===== config.mk =====
export PLATFORM = sky130hd
export DESIGN_NAME = mgt_init_sequencer_flat
export DESIGN_NICKNAME = d
export VERILOG_FILES = /design/src/rtl/mgt_init_pkg.sv /design/src/rtl/mgt_init_sequencer_if.sv /design/src/rtl/sync_bit.sv /design/src/rtl/mgt_init_sequencer.sv /design/src/flat_wrapper.sv
export SDC_FILE = /design/constraint.sdc
export NUM_CORES = 1
export LEC_CHECK = 0
export BUFFER_PORTS_ARGS = -buffer_cell sky130_fd_sc_hd__buf_2
export CORE_UTILIZATION = 30
export CTS_BUF_LIST = sky130_fd_sc_hd__clkbuf_8
export CTS_CLUSTER_SIZE = 14
export DETAILED_ROUTE_END_ITERATION = 8
export GPL_ROUTABILITY_DRIVEN = 0
export PLACE_DENSITY = 0.47
export SYNTH_ARGS = -nofsm -noshare
export SYNTH_HDL_FRONTEND = slang
export SYNTH_SLANG_ARGS = --single-unit

===== constraint.sdc =====
create_clock -name sysClk -period 1.85 [get_ports sysClk]
set_input_delay 0.37 -clock sysClk [delete_from_list [all_inputs] [get_ports sysClk]]
set_output_delay 0.37 -clock sysClk [all_outputs]
set_load 0.02 [all_outputs]

===== src/rtl/mgt_init_pkg.sv =====
// Shared definitions for the GTX bring-up sequencer: state encoding exported
// to the software status register and the per-state reset pattern.
package mgt_init_pkg;

  localparam int STATE_W = 4;

  typedef enum logic [STATE_W-1:0] {
    ST_IDLE       = 4'd0,
    ST_CPLL_RST   = 4'd1,
    ST_CPLL_WAIT  = 4'd2,
    ST_TX_RST     = 4'd3,
    ST_TX_WAIT    = 4'd4,
    ST_RX_RST     = 4'd5,
    ST_RX_WAIT    = 4'd6,
    ST_ALIGN_WAIT = 4'd7,
    ST_READY      = 4'd8,
    ST_FAULT      = 4'd9
  } initState_e;

  // {cpllreset, gttxreset, gtrxreset} held while resident in a state; a block
  // stays in reset until its own reset pulse has completed.
  function automatic logic [2:0] resetsFor(input initState_e st);
    logic [2:0] pattern;
    case (st)
      ST_CPLL_WAIT, ST_TX_RST:              pattern = 3'b011;
      ST_TX_WAIT, ST_RX_RST:                pattern = 3'b001;
      ST_RX_WAIT, ST_ALIGN_WAIT, ST_READY:  pattern = 3'b000;
      default:                              pattern = 3'b111;
    endcase
    return pattern;
  endfunction

endpackage


===== src/rtl/mgt_init_sequencer_if.sv =====
// Control/status bundle between the bring-up sequencer and the MGT wrapper side.
interface mgt_init_sequencer_if;
  import mgt_init_pkg::*;

  logic               start;
  logic               autoRestart;
  logic               cplllock;
  logic               txresetdone;
  logic               rxresetdone;
  logic               rxIsAligned;
  logic               cpllreset;
  logic               gttxreset;
  logic               gtrxreset;
  logic               ready;
  logic               fault;
  logic [STATE_W-1:0] state;
  logic [2:0]         retryCount;

  modport master (
    input  start, autoRestart, cplllock, txresetdone, rxresetdone, rxIsAligned,
    output cpllreset, gttxreset, gtrxreset, ready, fault, state, retryCount
  );

  modport slave (
    output start, autoRestart, cplllock, txresetdone, rxresetdone, rxIsAligned,
    input  cpllreset, gttxreset, gtrxreset, ready, fault, state, retryCount
  );

endinterface


===== src/rtl/sync_bit.sv =====
// Two-flop synchronizer for one asynchronous status bit, reset to 0.
module sync_bit (
  input  logic clk,
  input  logic arstN,
  input  logic d,
  output logic q
);

  logic meta_r;
  logic q_r;

  // Settling pair; the second flop is the only one the consumer sees.
  always_ff @(posedge clk or negedge arstN) begin
    if (!arstN) begin
      meta_r <= 1'b0;
      q_r    <= 1'b0;
    end else begin
      meta_r <= d;
      q_r    <= meta_r;
    end
  end

  assign q = q_r;

endmodule


===== src/rtl/mgt_init_sequencer.sv =====
// GTX bring-up sequencer: CPLL/TX/RX resets in order, status supervision,
// bounded full-sequence retries and a sticky fault.
module mgt_init_sequencer
  import mgt_init_pkg::*;
#(
  parameter int RESET_CYCLES   = 128,
  parameter int TIMEOUT_CYCLES = 1000000,
  parameter int MAX_RETRIES    = 3,
  parameter int TIMER_WIDTH    = 24
) (
  input  logic                 sysClk,
  input  logic                 sysReset_n,
  mgt_init_sequencer_if.master bus
);

  localparam logic [TIMER_WIDTH-1:0] RESET_LAST   = TIMER_WIDTH'(RESET_CYCLES - 1);
  localparam logic [TIMER_WIDTH-1:0] TIMEOUT_LAST = TIMER_WIDTH'(TIMEOUT_CYCLES - 1);
  localparam logic [TIMER_WIDTH-1:0] TIMER_ONE    = TIMER_WIDTH'(1);
  localparam logic [2:0]             RETRY_MAX    = 3'(MAX_RETRIES);

  logic cplllock_s;
  logic txDone_s;
  logic rxDone_s;
  logic aligned_s;

  sync_bit uSyncLock    (.clk(sysClk), .arstN(sysReset_n), .d(bus.cplllock),    .q(cplllock_s));
  sync_bit uSyncTxDone  (.clk(sysClk), .arstN(sysReset_n), .d(bus.txresetdone), .q(txDone_s));
  sync_bit uSyncRxDone  (.clk(sysClk), .arstN(sysReset_n), .d(bus.rxresetdone), .q(rxDone_s));
  sync_bit uSyncAligned (.clk(sysClk), .arstN(sysReset_n), .d(bus.rxIsAligned), .q(aligned_s));

  initState_e             state_r;
  initState_e             stateNext_s;
  initState_e             retryState_s;
  logic [TIMER_WIDTH-1:0] timer_r;
  logic [2:0]             retry_r;
  logic [2:0]             retryNext_s;
  logic [2:0]             retryBump_s;
  logic                   resetDone_s;
  logic                   timeout_s;
  logic                   retryExhausted_s;
  logic                   allGood_s;
  logic                   cpllreset_r;
  logic                   gttxreset_r;
  logic                   gtrxreset_r;
  logic                   ready_r;
  logic                   fault_r;

  assign resetDone_s      = (timer_r == RESET_LAST);
  assign timeout_s        = (timer_r == TIMEOUT_LAST);
  assign allGood_s        = cplllock_s & txDone_s & rxDone_s & aligned_s;
  // A timeout either restarts the whole sequence or, once out of retries, faults.
  assign retryExhausted_s = (retry_r == RETRY_MAX);
  assign retryState_s     = retryExhausted_s ? ST_FAULT : ST_CPLL_RST;
  assign retryBump_s      = retryExhausted_s ? retry_r : (retry_r + 3'd1);

  // Next-state decode; start overrides everything, a met condition beats a timeout.
  always_comb begin
    stateNext_s = state_r;
    retryNext_s = retry_r;
    if (bus.start) begin
      stateNext_s = ST_CPLL_RST;
      retryNext_s = 3'd0;
    end else begin
      case (state_r)
        ST_IDLE: begin
          stateNext_s = ST_IDLE;
        end
        ST_CPLL_RST: begin
          if (resetDone_s) stateNext_s = ST_CPLL_WAIT;
          else             stateNext_s = ST_CPLL_RST;
        end
        ST_CPLL_WAIT: begin
          if (cplllock_s) begin
            stateNext_s = ST_TX_RST;
          end else if (timeout_s) begin
            stateNext_s = retryState_s;
            retryNext_s = retryBump_s;
          end else begin
            stateNext_s = ST_CPLL_WAIT;
          end
        end
        ST_TX_RST: begin
          if (resetDone_s) stateNext_s = ST_TX_WAIT;
          else             stateNext_s = ST_TX_RST;
        end
        ST_TX_WAIT: begin
          if (txDone_s) begin
            stateNext_s = ST_RX_RST;
          end else if (timeout_s) begin
            stateNext_s = retryState_s;
            retryNext_s = retryBump_s;
          end else begin
            stateNext_s = ST_TX_WAIT;
          end
        end
        ST_RX_RST: begin
          if (resetDone_s) stateNext_s = ST_RX_WAIT;
          else             stateNext_s = ST_RX_RST;
        end
        ST_RX_WAIT: begin
          if (rxDone_s) begin
            stateNext_s = ST_ALIGN_WAIT;
          end else if (timeout_s) begin
            stateNext_s = retryState_s;
            retryNext_s = retryBump_s;
          end else begin
            stateNext_s = ST_RX_WAIT;
          end
        end
        ST_ALIGN_WAIT: begin
          if (aligned_s) begin
            stateNext_s = ST_READY;
          end else if (timeout_s) begin
            stateNext_s = retryState_s;
            retryNext_s = retryBump_s;
          end else begin
            stateNext_s = ST_ALIGN_WAIT;
          end
        end
        ST_READY: begin
          // Runtime recovery restarts only as far back as the lost resource.
          if (!bus.autoRestart)            stateNext_s = ST_READY;
          else if (!cplllock_s)            stateNext_s = ST_CPLL_RST;
          else if (!txDone_s)              stateNext_s = ST_TX_RST;
          else if (!rxDone_s || !aligned_s) stateNext_s = ST_RX_RST;
          else                             stateNext_s = ST_READY;
        end
        ST_FAULT: begin
          stateNext_s = ST_FAULT;
        end
        default: begin
          stateNext_s = ST_IDLE;
        end
      endcase
    end
  end

  // State, timer and registered outputs; outputs are decoded from the next state.
  always_ff @(posedge sysClk or negedge sysReset_n) begin
    if (!sysReset_n) begin
      state_r     <= ST_IDLE;
      timer_r     <= '0;
      retry_r     <= 3'd0;
      cpllreset_r <= 1'b1;
      gttxreset_r <= 1'b1;
      gtrxreset_r <= 1'b1;
      ready_r     <= 1'b0;
      fault_r     <= 1'b0;
    end else begin
      state_r <= stateNext_s;
      retry_r <= retryNext_s;
      if ((stateNext_s != state_r) || bus.start) begin
        timer_r <= '0;
      end else if (timer_r != '1) begin
        timer_r <= timer_r + TIMER_ONE;
      end else begin
        timer_r <= timer_r;
      end
      {cpllreset_r, gttxreset_r, gtrxreset_r} <= resetsFor(stateNext_s);
      ready_r <= (state_r == ST_READY) && (stateNext_s == ST_READY) && allGood_s;
      fault_r <= (stateNext_s == ST_FAULT);
    end
  end

  assign bus.cpllreset  = cpllreset_r;
  assign bus.gttxreset  = gttxreset_r;
  assign bus.gtrxreset  = gtrxreset_r;
  assign bus.ready      = ready_r;
  assign bus.fault      = fault_r;
  assign bus.state      = state_r;
  assign bus.retryCount = retry_r;

endmodule


===== src/flat_wrapper.sv =====
// flat-port wrapper written by rule: the top's interface ports become plain ports
module mgt_init_sequencer_flat import mgt_init_pkg::*;
#(
  parameter int RESET_CYCLES   = 128,
  parameter int TIMEOUT_CYCLES = 1000000,
  parameter int MAX_RETRIES    = 3,
  parameter int TIMER_WIDTH    = 24
)
  (sysClk, sysReset_n, bus_start, bus_autoRestart, bus_cplllock, bus_txresetdone, bus_rxresetdone, bus_rxIsAligned, bus_cpllreset, bus_gttxreset, bus_gtrxreset, bus_ready, bus_fault, bus_state, bus_retryCount);
  mgt_init_sequencer_if bus_i ();
  input  logic sysClk;
  input  logic sysReset_n;
  input wire logic [$bits(bus_i.start)-1:0] bus_start;
  input wire logic [$bits(bus_i.autoRestart)-1:0] bus_autoRestart;
  input wire logic [$bits(bus_i.cplllock)-1:0] bus_cplllock;
  input wire logic [$bits(bus_i.txresetdone)-1:0] bus_txresetdone;
  input wire logic [$bits(bus_i.rxresetdone)-1:0] bus_rxresetdone;
  input wire logic [$bits(bus_i.rxIsAligned)-1:0] bus_rxIsAligned;
  output wire logic [$bits(bus_i.cpllreset)-1:0] bus_cpllreset;
  output wire logic [$bits(bus_i.gttxreset)-1:0] bus_gttxreset;
  output wire logic [$bits(bus_i.gtrxreset)-1:0] bus_gtrxreset;
  output wire logic [$bits(bus_i.ready)-1:0] bus_ready;
  output wire logic [$bits(bus_i.fault)-1:0] bus_fault;
  output wire logic [$bits(bus_i.state)-1:0] bus_state;
  output wire logic [$bits(bus_i.retryCount)-1:0] bus_retryCount;
  assign bus_i.start = bus_start;
  assign bus_i.autoRestart = bus_autoRestart;
  assign bus_i.cplllock = bus_cplllock;
  assign bus_i.txresetdone = bus_txresetdone;
  assign bus_i.rxresetdone = bus_rxresetdone;
  assign bus_i.rxIsAligned = bus_rxIsAligned;
  assign bus_cpllreset = bus_i.cpllreset;
  assign bus_gttxreset = bus_i.gttxreset;
  assign bus_gtrxreset = bus_i.gtrxreset;
  assign bus_ready = bus_i.ready;
  assign bus_fault = bus_i.fault;
  assign bus_state = bus_i.state;
  assign bus_retryCount = bus_i.retryCount;
  mgt_init_sequencer #(.RESET_CYCLES(RESET_CYCLES), .TIMEOUT_CYCLES(TIMEOUT_CYCLES), .MAX_RETRIES(MAX_RETRIES), .TIMER_WIDTH(TIMER_WIDTH)) u_core (.sysClk(sysClk), .sysReset_n(sysReset_n), .bus(bus_i));
endmodule

## After elaboration in Yosys (flattened, before gate mapping)

Index checks and enable logic that the tools add are counted.

| storage, ports and cells | value |
|---|---|
| bits in registers | 44 |
| output and inout port bits | 12 |

| operators by class | value |
|---|---|
| add/sub/neg operators | 2 |
| eq/ne operators | 26 |
| muxes and demuxes | 29 |
| bitwise logic cells | 3 |
| reductions and logical operators | 12 |

Operators with widths:

| operator | count |
|---|---|
| $mux 4 | 14 |
| $mux 24 | 2 |
| $pmux 4 s9 | 1 |
| $eq 4x3->1 const B | 8 |
| $add 24x1->24 const B | 1 |
| $eq 24x20->1 const B | 1 |
| $eq 24x7->1 const B | 1 |
| $mux 3 | 8 |
| $ne 24x24->1 const B | 1 |
| $eq 4x2->1 const B | 4 |
| $eq 4x4->1 const B | 4 |
| $ne 3x3->1 const B | 4 |
| $pmux 3 s4 | 1 |
| $pmux 3 s3 | 1 |
| $reduce_and 5->1 | 1 |
| $reduce_bool 5->1 | 1 |
| $eq 4x1->1 const B | 1 |
| $mux 2 | 2 |
| $ne 4x4->1 | 1 |
| $reduce_or 2->1 | 2 |
| $add 3x1->3 const B | 1 |
| $and 1x1->1 | 3 |
| $eq 3x2->1 const B | 1 |
| $reduce_or 3->1 | 1 |
| 4 further kinds | 7 |

## Logic depth before layout (Yosys ltp)

Gate-level depths: netlist of the first run.

| depth | value |
|---|---|
| word-level depth | 11 |
| mapped depth | 9 |
| depth with buffers taken out | 7 |

## Cells and area by module

From an unflattened synthesis of the first run, not the netlist that was laid out.

| second synthesis, totals | value |
|---|---|
| cell total of the unflattened synthesis | 259 |
| area total of the unflattened synthesis | 2576.2 µm² |

Modules (own cells, without submodules):

| module | times used | cells each | area each (µm²) | seq. area each (µm²) |
|---|---|---|---|---|
| mgt_init_sequencer | 1 | 251 | 2376.0 | 904.6 |
| sync_bit | 4 | 2 | 50.0 | 50.0 |

## Worst setup path before layout of the first run

No wires, ideal clock.

| timing | value |
|---|---|
| path type | flip-flop to flip-flop |
| start | reg u_core.state_r[2] (netlist: u_core.bus.state[2]) |
| end | reg u_core.ready_r (netlist: u_core.bus.ready) |
| arrival | 1.852 ns |
| data required time | 1.755 ns |
| setup slack | -0.097 ns |
| stages on the path, launching flop included | 8 |
| period minus slack after synthesis | 1.947 ns |
| cells stage by stage | dfrtp_1 buf_4 or3b_1 a21oi_1 o21ai_1 o31a_1 nor3_4 nor4b_2 |

| between the ends | value |
|---|---|
| cells in the longest elaborated chain, start to end | 6 |

RTL lines:

| what | line | RTL |
|---|---|---|
| start: declaration | mgt_init_sequencer.sv:31 | `initState_e state_r;` |
| start signal: assignment | mgt_init_sequencer.sv:150 | `state_r <= stateNext_s;` |
| $eq 4x4->1, or another cell as far along | mgt_init_sequencer.sv:64 | `case (state_r)` |
| $pmux 4 s9 | mgt_init_sequencer.sv:64 |  |
| $mux 4 | mgt_init_sequencer.sv:60 | `if (bus.start) begin` |
| $eq 4x4->1 | mgt_init_sequencer.sv:160 | `ready_r <= (state_r == ST_READY) && (stateNext_s == ST_READY) && allGood_s;` |
| $logic_and 1x1->1 * (2 in a row) | mgt_init_sequencer.sv:160 |  |
| end signal: assignment | mgt_init_sequencer.sv:160 |  |
| end: declaration | mgt_init_sequencer.sv:45 | `logic ready_r;` |

Every way passes the cells marked *; elsewhere a longest branch is shown, timed or not.
A chain may end at the register's enable or synchronous reset.

## Final worst setup path of the first run

Ends and elaborated chain as after synthesis.

==> results.json, run 1 <==
{
  "status": "finished with violations",
  "violations": "negative setup slack",
  "worstSetupPathType": "reg2reg",
  "cp-start-kind": "flop",
  "io_pins": 20,
  "wl_per_cell_um": 15.2,
  "crit_path_max_incr_delay_ns": 0.44,
  "routed_wl_um": 6920,
  "grt_pass1_wl_um": 11200,
  "hpwl_um": 4760,
  "grt_pass1_vias": 2304,
  "synthDistinctLibCells": 65,
  "hold_path.class": "in2async",
  "synthCells": 255,
  "maxCapViolations": 0,
  "worstMarginPinSlew_ns": 0.528,
  "drtPass1Iterations": 4,
  "p_int_mw": 1.33,
  "multi_input_area_mm2": 0.00165,
  "p_seq_frac": 0.569,
  "power_frac_comb": 0.071,
  "timing.reg2reg.setup_slack_ns": -0.18,
  "die_h_um": 95.2,
  "core_mm2": 0.00830,
  "fillers": 808,
  "diodes": 0,
  "crit_family": "simple AND/OR/NAND/NOR gates",
  "cts_sinks": 44,
  "dr.first_iter.drc_count": 49,
  "layout_commonest_cell": "buf_4",
  "netlist_area_mm2": 0.00260,
  "largest_reg_flops": 24,
  "rsz0062_at_grt": "yes",
  "placedCellCount": 432,
  "clk_latency_ns": 0.30,
  "fmax_ghz": 0.493,
  "slew_headroom": 0.648,
  "synth_seq_cells": 44,
  "setup_viol": 33,
  "layout-drive-gt1-share": 0.513,
  "worstPathRequired_ns": 2.06,
  "finalNonFillerCells": 454,
  "ys_seq_area_frac": 0.424,
  "antenna_found_initial": 0,
  "slew_viol_final": 0,
  "ys_warn_count": 0,
  "crit_chain": "buf_12 > or3b_1 > a21oi_2 > o21ai_1 > o31a_1 > nor3_4 > nor4b_4",
  "fin_tns_setup_ns": -3.18,
  "power.switching_mw": 0.406,
  "path_clk_slew_ns": 0.09,
  "numPortBuffers": 19,
  "synth-main-ff-cell": "dfrtp_1",
  "hold_viol_final": 0,
  "leakagePower_nw": 1.67,
  "regMostFlops": "u_core.timer_r",
  "synth_largest_area_cell": "dfrtp_1",
  "synthArstFlopShare": 1.00,
  "irDropWorstVdd_v": 0.000304,
  "fin_worst_skew_ns": 0.0123,
  "regArea_mm2": 0.00111,
  "die_x_um": 95.2,
  "finalCritPeriodShare": 1.10,
  "synth_top_cell_area_share": 0.394,
  "avgSynthCellArea_um2": 10.2,
  "grt_max_degree": 25,
  "final_antenna_net_count": 0,
  "final_core_util": 0.461,
  "grtUsageTotal": 0.160,
  "critical_path.endpoint_type": "flop",
  "via_per_inst": 5.07,
  "start_util": 0.314,
  "ctsRootBufferMaster": "clkbuf_8",
  "dp_slack_ns": -0.228,
  "powerDensity_mw_per_mm2": 453,
  "cts_buffers": 5,
  "crit_buf_inv": 1,
  "die-area_mm2": 0.00906,
  "cts_tree": "yes",
  "holdBufCountCts": 0,
  "drc_errors": 0,
  "cts_buffer_depth": 2,
  "synthToLayoutAreaGrowth_pct": 46.8,
  "crit_slowest_cell": "dfrtp_2",
  "synth.area.top_cells": "dfrtp_1 (39%), xor2_1 (6.1%), nor2_1 (3.3%), nor3_2 (3.1%), dfstp_2 (3.0%)",
  "grt_overflow": 0,
  "total_power_mw": 1.73,
  "syn_nets": 266,
  "path_max_fanout": 9,
  "critPathArrivalTime_ns": 2.23,
  "switching_share": 0.235,
  "final.min_clock_period_ns": 2.03,
  "num_vias": 2302,
  "rows": 33,
  "htree_levels": 2,
  "layout_common_cells": "buf_4 (61), dfrtp_1 (37), buf_2 (19)",
  "synth_edf_count": 0,
  "power_frac_clock": 0.360,
  "timing.final.ws_setup_ns": -0.178,
  "fin_nets": 359
}
synthesized netlist by cell type, types with 4 or more instances:
| master | n |
|---|---|
| nand2_1 | 17 |
| dfrtp_1 | 41 |
| a21oi_1 | 8 |
| nand3_1 | 12 |
| buf_4 | 4 |
| nor2_1 | 23 |
| nor3_2 | 8 |
| buf_2 | 5 |
| and3_1 | 8 |
| inv_1 | 7 |
| nand4_1 | 7 |
| and2_1 | 4 |
| nor3_1 | 9 |
| xor2_1 | 18 |
| mux2i_1 | 6 |
| nand2b_1 | 5 |
| nor4_1 | 6 |
logic make-up (layout without fill, tap and decap cells):
group	Yosys count	count (layout)	share of synthesized area
simple gates	126	126	0.303
mux	7	7	0.0274
buf+inv	19	113	0.0442
fa+ha+maj	3	3	0.0144
xor+xnor	21	21	0.0706
compound gates	35	35	0.117
flops	44	44	0.424
power by group through the flow:
stage	registers (mW)	logic [mW]	clock network, mW
6_report	0.985	0.122	0.624
5_1_grt	0.987	0.135	0.689
4_1_cts	0.985	0.103	0.659
3_5_place_dp	1.00	0.0992	0
3_3_place_gp	1.00	0.0981	0
2_1_floorplan	1.00	0.0366	0
area by class of cell:
type / count / area share
Timing Repair Buffer: 98 / 0.214
Multi-Input combinational cell: 192 / 0.431
Tap cell: 105 / 0.0343
Sequential cell: 44 / 0.290
Inverter: 7 / 0.00687
Clock buffer: 6 / 0.0216
Clock inverter: 2 / 0.00196
layer usage:
metal  vias to the layer above  share of wire  track usage
li1                       1106              -            -
met1                      1150           0.45        0.202
met2                        34           0.51        0.277
met3                        12          0.026       0.0263
met4                         0          0.020       0.0530
met5                         -              0            0
stage by stage:
step / hold slack (ns) / instance area, um^2
6_report: 0.0417 / 3820
5_1_grt: 0.0710 / 3820
4_1_cts: 0.0518 / 3590
3_5_place_dp: 0.336 / 3310
3_3_place_gp: 0.336 / 3310
2_1_floorplan: 0.0744 / 2650
worst paths after layout:
check / from / endpoint / cells past startpoint
hold reg to reg: u_core.uSyncAligned.meta_r / u_core.uSyncAligned.q / 0
min in group sysClk: bus_txresetdone / u_core.uSyncTxDone.meta_r / 1
setup / recovery: u_core.bus.state[2] / u_core.bus.ready / 7
max in group asynchronous: sysReset_n / u_core.timer_r[18] / 2
hold / removal: sysReset_n / u_core.timer_r[7] / 1
setup reg to reg: u_core.bus.state[2] / u_core.bus.ready / 7
repair_timing:
item	CTS	global route
gates cloned	1	3
hold endpoints to repair	0	0
setup buffers	6	5
gates resized for setup	34	26
endpoints found under the setup margin	34	36
pin swaps	26	12
No activity file was read; power rests on OpenSTA's default activity.
==> run 2: changes to the inputs <==
--- a/config.mk
+++ b/config.mk
@@ -6,12 +6,15 @@
 export NUM_CORES = 1
 export LEC_CHECK = 0
 export BUFFER_PORTS_ARGS = -buffer_cell sky130_fd_sc_hd__buf_2
+export CELL_PAD_IN_SITES_DETAIL_PLACEMENT = 0
+export CELL_PAD_IN_SITES_GLOBAL_PLACEMENT = 1
 export CORE_UTILIZATION = 30
 export CTS_BUF_LIST = sky130_fd_sc_hd__clkbuf_8
 export CTS_CLUSTER_SIZE = 14
 export DETAILED_ROUTE_END_ITERATION = 8
 export GPL_ROUTABILITY_DRIVEN = 0
-export PLACE_DENSITY = 0.47
+export PLACE_DENSITY = 0.57
 export SYNTH_ARGS = -nofsm -noshare
 export SYNTH_HDL_FRONTEND = slang
 export SYNTH_SLANG_ARGS = --single-unit
+export TNS_END_PERCENT = 10
==> constraint.sdc (replaced) <==
create_clock -name sysClk -period 1.85 [get_ports sysClk]
set_input_delay 0.37 -clock sysClk [delete_from_list [all_inputs] [get_ports sysClk]]
set_output_delay 0.37 -clock sysClk [all_outputs]
set_load 0.01 [all_outputs]
==> results.json, run 2 (synthesized netlist as in run 1, its figures left out) <==
{
  "status": "finished with violations",
  "violations": "negative setup slack",
  "crit_chain": "buf_6 > or3b_1 > a21oi_2 > o21ai_1 > o31a_1 > nor3_4 > nor4b_4",
  "powerDensity_mw_per_mm2": 471,
  "worstPathRequired_ns": 2.05,
  "dr.first_iter.drc_count": 86,
  "maxCapViolations": 0,
  "ctsRootBufferMaster": "clkbuf_8",
  "power.switching_mw": 0.384,
  "cts_sinks": 44,
  "routed_wl_um": 6250,
  "irDropWorstVdd_v": 0.000268,
  "numPortBuffers": 19,
  "rows": 33,
  "antenna_found_initial": 0,
  "finalNonFillerCells": 443,
  "crit_family": "simple AND/OR/NAND/NOR gates",
  "hold_path.class": "in2async",
  "fmax_ghz": 0.503,
  "path_clk_slew_ns": 0.08,
  "drc_errors": 0,
  "die_h_um": 95.2,
  "hold_viol_final": 0,
  "critical_path.endpoint_type": "flop",
  "final.min_clock_period_ns": 1.99,
  "fin_worst_skew_ns": 0.00857,
  "layout_commonest_cell": "buf_4",
  "p_int_mw": 1.27,
  "die-area_mm2": 0.00906,
  "start_util": 0.314,
  "final_antenna_net_count": 0,
  "cts_buffers": 5,
  "fin_nets": 348,
  "crit_slowest_cell": "dfrtp_2",
  "timing.hold.ws_ns": 0.0367,
  "layout_common_cells": "buf_4 (62), dfrtp_1 (37), nor2_1 (22)",
  "setup_viol": 30,
  "cts_tree": "yes",
  "grtUsageTotal": 0.151,
  "die_x_um": 95.2,
  "crit_path_max_incr_delay_ns": 0.46,
  "io_pins": 20,
  "power_frac_comb": 0.059,
  "switching_share": 0.232,
  "grt_pass1_vias": 2066,
  "p_seq_frac": 0.598,
  "worstSetupPathType": "reg2reg",
  "leakagePower_nw": 1.60,
  "crit_buf_inv": 1,
  "dp_slack_ns": -0.176,
  "holdBufCountCts": 0,
  "num_vias": 2161,
  "place_area_mm2": 0.00325,
  "slew_headroom": 0.752,
  "regMostFlops": "u_core.timer_r",
  "placedCellCount": 430,
  "synthToLayoutAreaGrowth_pct": 34.6,
  "drtPass1Iterations": 4,
  "cp-start-kind": "flop",
  "hpwl_um": 4610,
  "clk_latency_ns": 0.30,
  "grt_pass1_wl_um": 10400,
  "largest_reg_flops": 24,
  "grt_max_degree": 45,
  "diodes": 0,
  "wl_per_cell_um": 14.1,
  "power_frac_clock": 0.343,
  "rsz0062_at_grt": "yes",
  "total_power_mw": 1.65,
  "finalCritPeriodShare": 1.07,
  "fin_area_mm2": 0.00351,
  "grt_overflow": 0,
  "slew_viol_final": 0,
  "core_mm2": 0.00830,
  "critPathArrivalTime_ns": 2.19,
  "layout-drive-gt1-share": 0.450,
  "via_per_inst": 4.88,
  "path_max_fanout": 5,
  "timing.final.ws_setup_ns": -0.138,
  "worstMarginPinSlew_ns": 0.371,
  "htree_levels": 2,
  "cts_buffer_depth": 2
}
[run 2: cell count changes in the layout (fill, tap and decap cells not counted), moves of 3 or more]
| cell | before | now |
|---|---|---|
| nor4_2 | 2 | 5 |
| nor4_4 | 3 | 0 |
| buf_6 | 12 | 4 |
| nor3_2 | 14 | 11 |
| nor2_2 | 5 | 1 |
| nor3_1 | 2 | 6 |
| nor2_1 | 18 | 22 |
[run 2: final cells by class]
cell class,instances,area (um^2)
tap,105,131
clock buffer,5,68.8
sequential,44,1110
inverter,7,26.3
multi-input combinational,192,1510
fill,798,4790
timing repair buffer,87,646
clock inverter,3,11.3
[run 2: path summary, 6_finish.rpt]
| kind | start | end | slack (ns) | cells past startpoint |
|---|---|---|---|---|
| setup / recovery | u_core.bus.state[2] | u_core.bus.ready | -0.14 | 7 |
| hold / removal | sysReset_n | u_core.timer_r[0] | 0.04 | 2 |
| setup reg to reg | u_core.bus.state[2] | u_core.bus.ready | -0.14 | 7 |
| hold reg to reg | u_core.uSyncAligned.meta_r | u_core.uSyncAligned.q | 0.35 | 0 |
| max in group asynchronous | sysReset_n | u_core.bus.gtrxreset | 1.53 | 2 |
| min in group sysClk | bus_cplllock | u_core.uSyncLock.meta_r | 0.17 | 1 |
[run 2: metal layers]
layer / vias to the layer above / part of all wire / routed length [um] / track usage
met1: 1032 / 0.50 / 3130 / 0.204
met4: 0 / 0.014 / 87 / 0.0568
met3: 6 / 0.030 / 187 / 0.0295
met5: - / 0 / 0 / 0
met2: 33 / 0.46 / 2850 / 0.239
li1: 1090 / - / - / -
[run 2: per-stage QoR]
step                      TNS (ns)  utilization
after detailed placement     -4.67        0.391
after global routing         -5.22        0.423
after global placement       -5.10        0.391
after CTS                    -2.68        0.409
after floorplan             -0.106            -
final                        -1.68        0.423
[run 2: timing repair]
| item | 4_1_cts | 5_1_grt |
|---|---|---|
| buffers inserted | 1 | 4 |
| setup endpoints to repair | 32 | 34 |
| pin swaps | 7 | 7 |
| gates resized for setup | 14 | 20 |
[run 2: power by group through the flow]
| stage | Clock [mW] | Sequential [mW] | Combinational [mW] |
|---|---|---|---|
| floorplan | 0 | 1.00 | 0.0337 |
| global route | 0.630 | 0.990 | 0.110 |
| finish | 0.567 | 0.988 | 0.0982 |
| detailed placement | 0 | 1.01 | 0.0977 |
| CTS | 0.591 | 0.987 | 0.0986 |
| global placement | 0 | 1.01 | 0.0980 |
